## config.mk

```make
export PLATFORM = sky130hd
export DESIGN_NAME = counter_poller_flat
export DESIGN_NICKNAME = d
export VERILOG_FILES = /design/src/rtl/counter_poller_if.sv /design/src/rtl/counter_poller.sv /design/src/flat_wrapper.sv
export SDC_FILE = /design/constraint.sdc
export NUM_CORES = 1
export LEC_CHECK = 0
export ABC_CLOCK_PERIOD_IN_PS = 1600
export CAP_MARGIN = 20
export CORE_UTILIZATION = 25
export CTS_CLUSTER_DIAMETER = 80
export CTS_CLUSTER_SIZE = 24
export DETAILED_ROUTE_END_ITERATION = 6
export GPL_ROUTABILITY_DRIVEN = 0
export HOLD_SLACK_MARGIN = 0.12
export PLACE_DENSITY = 0.55
export RECOVER_POWER = 50
export SLEW_MARGIN = 15
export SYNTH_ARGS = -nofsm -noshare
export SYNTH_HDL_FRONTEND = slang
export SYNTH_SLANG_ARGS = --single-unit
```

## constraint.sdc

```tcl
create_clock -name clk -period 1.6 [get_ports clk]
set_input_delay 0.48 -clock clk [delete_from_list [all_inputs] [get_ports clk]]
set_output_delay 0.48 -clock clk [all_outputs]
set_load 0.05 [all_outputs]
```

## src/rtl/counter_poller_if.sv

```systemverilog
// Handshake bundle between the counter poller and the FIFO counter stage.
// The poller uses the master view and the counter stage or its model uses the slave view.
interface counter_poller_if;
  logic       start;
  logic       IDLE;
  logic       valid;
  logic [4:0] data_out;
  logic       req;
  logic [2:0] idx;
  logic [4:0] cnt0;
  logic [4:0] cnt1;
  logic [4:0] cnt2;
  logic [4:0] cnt3;
  logic [4:0] cnt4;
  logic [7:0] sum;
  logic       done;
  logic       err;

  modport master (
    input  start, IDLE, valid, data_out,
    output req, idx, cnt0, cnt1, cnt2, cnt3, cnt4, sum, done, err
  );

  modport slave (
    output start, IDLE, valid, data_out,
    input  req, idx, cnt0, cnt1, cnt2, cnt3, cnt4, sum, done, err
  );
endinterface

```

## src/rtl/counter_poller.sv

```systemverilog
// Polls the five FIFO pop counters in turn and latches each count plus their total.
// A round only runs while the datapath reports IDLE; losing IDLE mid-round aborts it.
module counter_poller #(
  parameter int TIMEOUT = 15
) (
  input  logic             clk,
  input  logic             reset_L,
  counter_poller_if.master bus
);

  typedef enum logic [1:0] {WAIT_START, REQ_WAIT, GAP, FINISH} state_t;

  localparam logic [7:0] TIMER_LAST = 8'(TIMEOUT - 1);
  localparam logic [2:0] IDX_LAST   = 3'd4;

  state_t     state_q, state_d;
  logic       pending_q;
  logic [2:0] idx_q;
  logic [4:0] cnt_q [5];
  logic [7:0] sum_q;
  logic [7:0] timer_q;
  logic       err_q;
  logic       begin_round, capture, time_out, abort;

  // Abort outranks a response, and a response outranks a timeout in the same cycle.
  always_comb begin
    state_d     = state_q;
    begin_round = 1'b0;
    capture     = 1'b0;
    time_out    = 1'b0;
    abort       = 1'b0;
    case (state_q)
      WAIT_START: begin
        if ((pending_q || bus.start) && bus.IDLE) begin
          begin_round = 1'b1;
          state_d     = REQ_WAIT;
        end
      end
      REQ_WAIT: begin
        if (!bus.IDLE) begin
          abort   = 1'b1;
          state_d = FINISH;
        end else if (bus.valid) begin
          capture = 1'b1;
          state_d = GAP;
        end else if (timer_q == TIMER_LAST) begin
          time_out = 1'b1;
          state_d  = GAP;
        end
      end
      GAP: begin
        if (!bus.IDLE) begin
          abort   = 1'b1;
          state_d = FINISH;
        end else if (idx_q == IDX_LAST) begin
          state_d = FINISH;
        end else begin
          state_d = REQ_WAIT;
        end
      end
      FINISH:  state_d = WAIT_START;
      default: state_d = WAIT_START;
    endcase
  end

  always_ff @(posedge clk or negedge reset_L) begin
    if (!reset_L) state_q <= WAIT_START;
    else          state_q <= state_d;
  end

  always_ff @(posedge clk or negedge reset_L) begin
    if (!reset_L) begin
      pending_q <= 1'b0;
      idx_q     <= 3'd0;
      sum_q     <= 8'd0;
      timer_q   <= 8'd0;
      err_q     <= 1'b0;
      for (int i = 0; i < 5; i++) cnt_q[i] <= 5'd0;
    end else begin
      if (state_q == WAIT_START) begin
        if (begin_round) begin
          pending_q <= 1'b0;
          sum_q     <= 8'd0;
          err_q     <= 1'b0;
          idx_q     <= 3'd0;
        end else if (bus.start) begin
          pending_q <= 1'b1;
        end
      end
      if (capture) sum_q <= sum_q + {3'b000, bus.data_out};
      if (capture || time_out) begin
        for (int i = 0; i < 5; i++) begin
          if (idx_q == 3'(i)) cnt_q[i] <= capture ? bus.data_out : 5'd0;
        end
      end
      if (abort || time_out) err_q <= 1'b1;
      if (state_q == REQ_WAIT && !capture && !time_out && !abort) timer_q <= timer_q + 8'd1;
      else                                                          timer_q <= 8'd0;
      if (state_q == GAP && !abort && idx_q != IDX_LAST) idx_q <= idx_q + 3'd1;
      if (state_q == FINISH) idx_q <= 3'd0;
    end
  end

  assign bus.req  = (state_q == REQ_WAIT);
  assign bus.done = (state_q == FINISH);
  assign bus.idx  = idx_q;
  assign bus.cnt0 = cnt_q[0];
  assign bus.cnt1 = cnt_q[1];
  assign bus.cnt2 = cnt_q[2];
  assign bus.cnt3 = cnt_q[3];
  assign bus.cnt4 = cnt_q[4];
  assign bus.sum  = sum_q;
  assign bus.err  = err_q;

endmodule

```

## src/flat_wrapper.sv

```systemverilog
// flat-port wrapper written by rule: the top's interface ports become plain ports
module counter_poller_flat 
#(
  parameter int TIMEOUT = 15
)
  (clk, reset_L, bus_start, bus_IDLE, bus_valid, bus_data_out, bus_req, bus_idx, bus_cnt0, bus_cnt1, bus_cnt2, bus_cnt3, bus_cnt4, bus_sum, bus_done, bus_err);
  counter_poller_if bus_i ();
  input  logic clk;
  input  logic reset_L;
  input wire logic [$bits(bus_i.start)-1:0] bus_start;
  input wire logic [$bits(bus_i.IDLE)-1:0] bus_IDLE;
  input wire logic [$bits(bus_i.valid)-1:0] bus_valid;
  input wire logic [$bits(bus_i.data_out)-1:0] bus_data_out;
  output wire logic [$bits(bus_i.req)-1:0] bus_req;
  output wire logic [$bits(bus_i.idx)-1:0] bus_idx;
  output wire logic [$bits(bus_i.cnt0)-1:0] bus_cnt0;
  output wire logic [$bits(bus_i.cnt1)-1:0] bus_cnt1;
  output wire logic [$bits(bus_i.cnt2)-1:0] bus_cnt2;
  output wire logic [$bits(bus_i.cnt3)-1:0] bus_cnt3;
  output wire logic [$bits(bus_i.cnt4)-1:0] bus_cnt4;
  output wire logic [$bits(bus_i.sum)-1:0] bus_sum;
  output wire logic [$bits(bus_i.done)-1:0] bus_done;
  output wire logic [$bits(bus_i.err)-1:0] bus_err;
  assign bus_i.start = bus_start;
  assign bus_i.IDLE = bus_IDLE;
  assign bus_i.valid = bus_valid;
  assign bus_i.data_out = bus_data_out;
  assign bus_req = bus_i.req;
  assign bus_idx = bus_i.idx;
  assign bus_cnt0 = bus_i.cnt0;
  assign bus_cnt1 = bus_i.cnt1;
  assign bus_cnt2 = bus_i.cnt2;
  assign bus_cnt3 = bus_i.cnt3;
  assign bus_cnt4 = bus_i.cnt4;
  assign bus_sum = bus_i.sum;
  assign bus_done = bus_i.done;
  assign bus_err = bus_i.err;
  counter_poller #(.TIMEOUT(TIMEOUT)) u_core (.clk(clk), .reset_L(reset_L), .bus(bus_i));
endmodule
```

Word level (Yosys, flattened, before mapping)
Cells that the tools add are included.
Storage, ports and cells
  flip-flop bits (word level): 48
  latch bits: 0
  bits in writable memories: 0
  bits in read-only memories: 0
  input bits: 10
  output and inout port bits: 39
  logic and storage cells: 89
  memories kept: 0
Operators by class
  add/subtract/negate cells: 3
  $mul: 0
  divide/modulo/power cells: 0
  magnitude comparators: 0
  eq/ne operators: 11
  shifts and indexed selects: 0
  mux-type cells: 32
  bitwise gates (word level): 0
  reduce and logical (&&, ||, !) cells: 32
Operator list (count)
  $mux W8: 4
  $reduce_and A2 Y1: 10
  $mux W1: 16
  $mux W2: 6
  $mux W3: 4
  $reduce_bool A2 Y1: 5
  $add A8 B1 Y8 const B: 1
  $add A8 B5 Y8: 1
  $eq A8 B4 Y1 const B: 1
  $pmux W2 S4: 1
  $eq A3 B2 Y1 const B: 2
  $logic_and A1 B1 Y1: 6
  $reduce_bool A3 Y1: 2
  $mux W5: 1
  $eq A2 B2 Y1 const B: 2
  $ne A4 B3 Y1 const B: 1
  $add A3 B1 Y3 const B: 1
  $eq A3 B1 Y1 const B: 1
  $eq A3 B3 Y1 const B: 1
  $logic_not A1 Y1: 3
  $logic_not A3 Y1: 1
  $logic_or A1 B1 Y1: 3
  $ne A3 B3 Y1 const B: 1
  $eq A2 B1 Y1 const B: 1
  other kinds (3): 3

Longest topological paths before layout
Gate-level depths: netlist of run 1.
  depth in word-level cells: 9
  depth in mapped cells: 7
  mapped depth without buffers: 6

Worst setup path after synthesis of run 1
Ideal clock, no wire load.
  path type: reg2reg
  from: register u_core.state_q[1]
  to: register u_core.sum_q[5], in the netlist u_core.bus.sum[5]
  setup time: 0.121 ns
  arrival time: 1.908 ns
  data required time: 1.479 ns
  path slack: -0.429 ns
  cell stages (with the launch flop): 8
  buffers on the path: 1
  clock period less this slack: 2.029 ns
  path through: dfrtp_1 -> inv_1 -> ha_1 -> nand3_2 -> and2_4 -> buf_6 -> o21bai_1 -> a22o_1
On the way
  word-level cells in the longest chain between the ends: 4
  elaborated cells on any way between the ends: 8
  those cells by class: eq/ne (1); mux (3); reduce/logical (4)
RTL lines
  from (decl): RTL line counter_poller.sv:16  | state_t state_q, state_d;
  from (signal assigned): RTL line counter_poller.sv:68  | else state_q <= state_d;
  $eq A2 B1 Y1 *
  named net bus_req: RTL line flat_wrapper.sv:14  | output wire logic [$bits(bus_i.req)-1:0] bus_req;
  $mux W1 *: RTL line counter_poller.sv:32  | case (state_q)
  $reduce_bool A2 Y1 (no line)
  $reduce_and A2 Y1 (no line)
  to (signal assigned): RTL line counter_poller.sv:90  | if (capture) sum_q <= sum_q + {3'b000, bus.data_out};
  to (decl): RTL line counter_poller.sv:20  | logic [7:0] sum_q;
Mark *: on every way through the listed nets, which the timed path passes. The rest lies on a longest branch.
A chain may end at the register's enable or synchronous reset.

Worst setup path after layout of run 1
  from: register u_core.state_q[1]
  to: output port bus_req
On the way
  word-level cells in the longest chain between the ends: 1
RTL lines
  $eq A2 B1 Y1: RTL line counter_poller.sv:104  | assign bus.req = (state_q == REQ_WAIT);
  to (decl): RTL line flat_wrapper.sv:14
No other way between the ends.

==> results of run 1 <==
[sequential cells by signal (all words and copies together), names as in the netlist]
signal and flops:
u_core.bus.cnt1 5, u_core.bus.idx 3, u_core.bus.cnt4 5, u_core.bus.cnt2 5, u_core.bus.cnt0 5, u_core.bus.err 1, u_core.state_q 2, u_core.bus.sum 8
u_core.bus.cnt3 5, u_core.timer_q 8, u_core.pending_q 1
[power by group through the flow]
stage,registers [µW],logic (µW),clock network (µW)
final,1930,4300,1060
after detailed placement,1980,4220,0
after CTS,1990,4430,1090
after global routing,1980,4580,1140
after global placement,1980,4180,0
after floorplan,2790,1320,0
[layout make-up]
| cell class | count | area [µm²] |
|---|---|---|
| tap | 129 | 161.4 |
| sequential | 48 | 1212 |
| clock inverter | 3 | 68.82 |
| inverter | 10 | 37.54 |
| clock buffer | 5 | 68.82 |
| multi-input combinational | 151 | 1379 |
| timing repair buffer | 91 | 994.7 |
| fill | 867 | 5405 |
[metal layers]
| metal | wire, µm | global-route usage (%) | up-vias |
|---|---|---|---|
| li1 | - | - | 976 |
| met1 | 2794 | 17.09 | 1030 |
| met2 | 3140 | 20.65 | 36 |
| met3 | 196 | 2.635 | 7 |
| met4 | 61 | 3.456 | 0 |
| met5 | 0 | 0 | - |
[worst paths after layout]
kind                                                   to  slack [ns]  cells after the start
min in group clk           u_core.bus.cnt2[1]$_DFFE_PN0P_        0.50                      1
setup reg to reg            u_core.bus.sum[4]$_DFFE_PN0P_           0                      6
setup / recovery                                  bus_req       -0.02                      3
max in group asynchronous   u_core.state_q[0]$_DFFE_PN0P_        0.27                      2
hold reg to reg            u_core.bus.cnt2[1]$_DFFE_PN0P_        0.50                      1
hold / removal             u_core.bus.cnt2[4]$_DFFE_PN0P_        0.50                      2
[kinds of logic (layout without fill, tap and decap cells)]
kind of cell | count (synthesis) | after routing | synth area share (%)
flops | 48 | 48 | 49.23
fa+ha+maj | 17 | 17 | 9.026
compound gates | 58 | 58 | 19.18
simple gates | 65 | 65 | 15.64
xor+xnor | 9 | 9 | 3.231
mux | 2 | 2 | 0.8718
buf+inv | 14 | 109 | 2.820
[metrics by stage]
step | setup WS, ns | utilization [%] | TNS (ns) | instance area [µm²]
5_1_grt | -0.07492 | 42.05 | -0.5130 | 3923
3_5_place_dp | -0.5637 | 40.47 | -14.66 | 3775
3_3_place_gp | -0.5638 | 40.47 | -13.82 | 3775
2_1_floorplan | -0.1006 | - | -0.2377 | 2509
4_1_cts | -0.04110 | 43.00 | -0.05774 | 4011
6_report | -0.01873 | 42.05 | -0.03436 | 3923
[what timing repair did]
item | in CTS | in global routing
resized for setup | 17 | 21
pin swaps | 2 | 7
setup endpoints to repair | 10 | 34
gates cloned | 0 | 0
hold endpoints to repair | 0 | 0
setup buffers | 6 | 6
[layout by cell type (no fill, tap or decap), types with 4 or more instances in the layout]
cell / count
a21oi_1: 6
a22o_1: 6
a32o_1: 5
buf_12: 26
buf_4: 36
buf_6: 4
clkbuf_2: 16
clkbuf_8: 5
dfrtp_1: 39
dfrtp_2: 9
dlygate4sd2_1: 5
ha_1: 7
ha_4: 9
inv_1: 10
nand2_1: 14
nand2_2: 7
nand3_1: 7
nand4_1: 5
nand4_4: 4
nor2_1: 15
o21ai_0: 4
o2bb2ai_1: 18
xor2_1: 6
==> qor.txt, run 1 <==
Synth Register Bits: 48
Net Sw Frac: 42.51%
CTS buffer count: 5
Diode count: 0
Later-pin clock latency in the skew report: 0.30 ns
RSZ-0062 raised after global routing: yes
Pins Over Slew Limit: 0
Longest Clk Path Bufs: 2
Post-synth EDFFs: 0
DRC Markers: 0
Crit path launch: u_core.state_q[1]$_DFFE_PN0P_
Cells after Synth: 213
CP arrival: 1.14 ns
Via density: 4.689
Startpoint types: flop
Status: finished with violations
CTS HTree Levels: 2
Syn-to-layout area delta: 60.77%
Tightest Pin Transition: 1.214 ns
Cts hold-fix bufs: 0
Req. time, crit path: 1.12 ns
Post-layout net count: 334
Avg Synthesized Cell Area: 11.45 µm²
Largest net degree at the start of global routing: 49
Total congestion overflow: 0
Power share of the clock group: 14.5%
Internal: 4189 µW
Die extent in x: 100.8 µm
Via count: 2049
Final Hold Violating Endpoints: 0
Reg clk slew, reported paths: 0.10 ns
CP peak stage delay: 0.40 ns
Crit-path leading delay family: flip-flops
Psw: 3097 µW
Lkg Pwr: 0.001683 µW
Number of global-route vias before repair: 1990
HP Class: in2async
Asr flop ratio synth: 100.0%
Tmin final: 1.619 ns
Critical path's slowest cell: dfrtp_1
Clk sink count: 48
Slew headroom: 19.05%
Seq pwr share: 26.5%
Final setup fails: 3
Kind of end point of the critical path: output pin
ANT nets after route: 0
Sequential-to-total area share from yosys stat: 49.23%
Power share of the combinational group: 59.0%
Kind of critical path: reg2out
Placed Cells incl. Taps: 417
CP Max Fanout: 3
Post-Syn Area: 0.002440 mm²
Top cells by area, synth: dfrtp_1, ha_1, o2bb2ai_1
Crit-path cells: inv_1, ha_4, buf_12
Cell taking the most area after synthesis: dfrtp_1
CTS tree: built
Top-count cell post-synth: dfrtp_1
Fmax: 617.8 MHz
VDD IR max: 0.7558 mV
Syn Nets: 240
Initial Util: 26.16%
DP Wirelength: 4423 µm
Clock skew: 0.007917 ns
First-pass GRT wire length: 9998 µm
Tot Pwr: 7286 µW
Die Y: 100.8 µm
Top-Level Pins: 49
FF-to-FF Start: u_core.bus.sum[0]$_DFFE_PN0P_
Global-route usage over all layers: 12.68%
Final period util: 101.2%
PortBufs: 48
Failing checks: negative setup slack
Hold_ws: 0.4988 ns
Post-synth top cells: dfrtp_1, nand2_1, o2bb2ai_1
Initial antenna violation count: 0
Total Routed Length: 6194 µm
Primary FF master, synth: dfrtp_1
Fin worst setup slack: -0.01873 ns
Die area: 0.01016 mm²
WL/cell: 14.17 µm
Area share of the largest cell type after synthesis: 49.23%
PD cells: 1858 mW/mm²
Max-cap violation count: 0
Root buffer cell: clkbuf_8
Row cnt: 35
Final Non-Filler Cells: 437
Count of cell types in the netlist: 40
Warnings from Yosys: 0
Layout cell share with drive strength beyond 1: 45.78%
Crit path buffers/inverters: 2
Drt pass-1 iters: 4
Core area: 0.009328 mm²
DR iter-0 viols: 75
Power figures use the tool's default switching activity.
==> run 2, diff against run 1 <==
Settings changed: CORE_UTILIZATION 25 to 46, PLACE_DENSITY 0.55 to 0.81.
==> run 2 against run 1 <==
Against the previous run: the flow still finishes with violations (negative setup slack); clock-buffer cell count unchanged; non-clock buffer count up 1; highest routed layer unchanged; critical endpoint is now u_core.bus.sum[4]$_DFFE_PN0P_; sequential share of layout area down 0.30 points; setup slack worse by 0.098 ns; largest cell class unchanged.
==> qor.txt, run 2 (synthesis results as in run 1) <==
Crit-path leading delay family: adder cells (was flip-flops)
Commonest non-fill, non-tap cells in the layout: dfrtp_1, buf_4, buf_12, nand2_1, o2bb2ai_1 (was dfrtp_1, buf_4, buf_12, o2bb2ai_1, clkbuf_2)
CTS buffer count: 5 (unchanged)
Pins Over Slew Limit: 0 (unchanged)
CP Max Fanout: 2 (was 3)
WL/cell: 18.40 µm (was 14.17 µm)
Initial antenna violation count: 0 (unchanged)
Crit path buffers/inverters: 0 (was 2)
Kind of critical path: reg2reg (was reg2out)
Clock skew: 0.01288 ns (was 0.007917 ns)
Tightest Pin Transition: 1.175 ns (was 1.214 ns)
Lkg Pwr: 0.001719 µW (was 0.001683 µW)
CP arrival: 1.92 ns (was 1.14 ns)
Initial Util: 47.77% (was 26.16%)
Final setup fails: 4 (was 3)
DR iter-0 viols: 154 (was 75)
Top-Level Pins: 49 (unchanged)
Die extent in x: 74.83 µm (was 100.8 µm)
CTS HTree Levels: 2 (unchanged)
Later-pin clock latency in the skew report: 0.31 ns (was 0.30 ns)
Final Hold Violating Endpoints: 0 (unchanged)
Filler cells: 255 (was 867)
Slew headroom: 21.64% (was 19.05%)
Fin worst setup slack: -0.1172 ns (was -0.01873 ns)
VDD IR max: 1.086 mV (was 0.7558 mV)
Startpoint types: flop (unchanged)
Die area: 0.005600 mm² (was 0.01016 mm²)
Status: finished with violations (unchanged)
Register area: 0.001214 mm² (was 0.001212 mm²)
Syn-to-layout area delta: 62.51% (was 60.77%)
Failing checks: negative setup slack (unchanged)
Final Core Density: 77.63% (was 42.05%)
Die Y: 74.83 µm (was 100.8 µm)
Max-cap violation count: 0 (unchanged)
CP peak stage delay: 0.43 ns (was 0.40 ns)
Root buffer cell: clkbuf_8 (unchanged)
Post-route setup TNS: -0.2768 ns (was -0.03436 ns)
RSZ-0062 raised after global routing: yes (unchanged)
Crit-path cells: ha_4, fa_2, a21oi_2, o21bai_1, xor2_1, a22o_1 (was inv_1, ha_4, buf_12)
Largest net degree at the start of global routing: 49 (unchanged)
Clk sink count: 48 (unchanged)
DP Wirelength: 4412 µm (was 4423 µm)
HP Class: in2async (unchanged)
Req. time, crit path: 1.80 ns (was 1.12 ns)
PortBufs: 48 (unchanged)
Via density: 5.710 (was 4.689)
Tmin final: 1.717 ns (was 1.619 ns)
Cts hold-fix bufs: 0 (unchanged)
Longest Clk Path Bufs: 2 (unchanged)
First-pass GRT wire length: 10210 µm (was 9998 µm)
Drt pass-1 iters: 5 (was 4)
Most common cell after layout, fill and taps aside: dfrtp_1 (unchanged)
Post-layout net count: 335 (was 334)
Critical path's slowest cell: dfrtp_2 (was dfrtp_1)
Fmax: 582.4 MHz (was 617.8 MHz)
Area of the multi-input gates: 0.001390 mm² (was 0.001379 mm²)
Core area: 0.005107 mm² (was 0.009328 mm²)
ANT nets after route: 0 (unchanged)
Number of global-route vias before repair: 2110 (was 1990)
Layout cell share with drive strength beyond 1: 46.93% (was 45.78%)
Total Routed Length: 6975 µm (was 6194 µm)
Reg clk slew, reported paths: 0.10 ns (about the same)
DRC Markers: 0 (unchanged)
Global-route usage over all layers: 24.71% (was 12.68%)
PD cells: 1920 mW/mm² (was 1858 mW/mm²)
Kind of end point of the critical path: flop (was output pin)
Row cnt: 26 (was 35)
Final period util: 107.3% (was 101.2%)
Diode count: 0 (unchanged)
Via count: 2164 (was 2049)
Total congestion overflow: 0 (unchanged)
CTS tree: built (unchanged)
==> run 2: layout make-up <==
type	count	share of cell area [%]
clock inverter	3	1.736
sequential	48	30.61
clock buffer	5	1.736
timing repair buffer	92	27.71
tap	70	2.209
multi-input combinational	151	35.06
inverter	10	0.9467
==> run 2: power breakdown <==
| group | switching [µW] | internal (µW) | total, µW |
|---|---|---|---|
| clock | 421 | 629 | 1050 |
| combinational | 2400 | 2190 | 4590 |
| sequential | 411 | 1560 | 1970 |
==> run 2: worst register-to-register path: stages, from the launching register on <==
cell	delay, ns
dfrtp_2	0.43
ha_4	0.17
fa_2	0.37
a21oi_2	0.19
o21bai_1	0.12
xor2_1	0.15
a22o_1	0.18
==> run 2: final timing paths <==
path	startpoint	slack (ns)	cells after the start	endpoint
worst min-delay path	reset_L	0.47	2	u_core.bus.cnt2[3]$_DFFE_PN0P_
worst max-delay path	u_core.bus.sum[0]$_DFFE_PN0P_	-0.12	6	u_core.bus.sum[4]$_DFFE_PN0P_
min in group clk	u_core.bus.cnt4[1]$_DFFE_PN0P_	0.49	1	u_core.bus.cnt4[1]$_DFFE_PN0P_
worst min register to register	u_core.bus.cnt4[1]$_DFFE_PN0P_	0.49	1	u_core.bus.cnt4[1]$_DFFE_PN0P_
worst max register to register	u_core.bus.sum[0]$_DFFE_PN0P_	-0.12	6	u_core.bus.sum[4]$_DFFE_PN0P_
max in group asynchronous	reset_L	0.31	2	u_core.bus.idx[1]$_DFFE_PN0P_
==> run 2: per-layer routing <==
metal	vias to the layer above	share of wire [%]	GRT usage (%)
li1	986	-	-
met1	1070	37	28.70
met2	89	55	44.14
met3	19	5.1	6.024
met4	0	2.9	9.224
met5	-	0	0
==> run 2: stage by stage <==
| stage | instance area [µm²] | total power (µW) | setup slack (ns) | instances | hold slack, ns |
|---|---|---|---|---|---|
| after floorplan | 2509 | 4112 | -0.1006 | 213 | 0.1844 |
| final | 3965 | 7614 | -0.1172 | 379 | 0.4739 |
| after CTS | 3935 | 7486 | -0.03927 | 370 | 0.1456 |
| after global routing | 3965 | 7975 | -0.1929 | 379 | 0.5215 |
| after global placement | 3694 | 6084 | -0.5486 | 357 | 0.4818 |
| after detailed placement | 3694 | 6190 | -0.5824 | 357 | 0.4826 |
==> run 2: what timing repair did <==
action,in CTS,in global routing
pin swaps,4,16
setup endpoints to repair,9,39
gates cloned,0,0
gates resized for setup,15,25
buffers inserted,5,9
==> run 3, diff against run 2 <==
Settings changed: GPL_ROUTABILITY_DRIVEN 0 to 1.
==> results of run 3 <==
Final layout, timing and power as in run 2 (identical DEF).
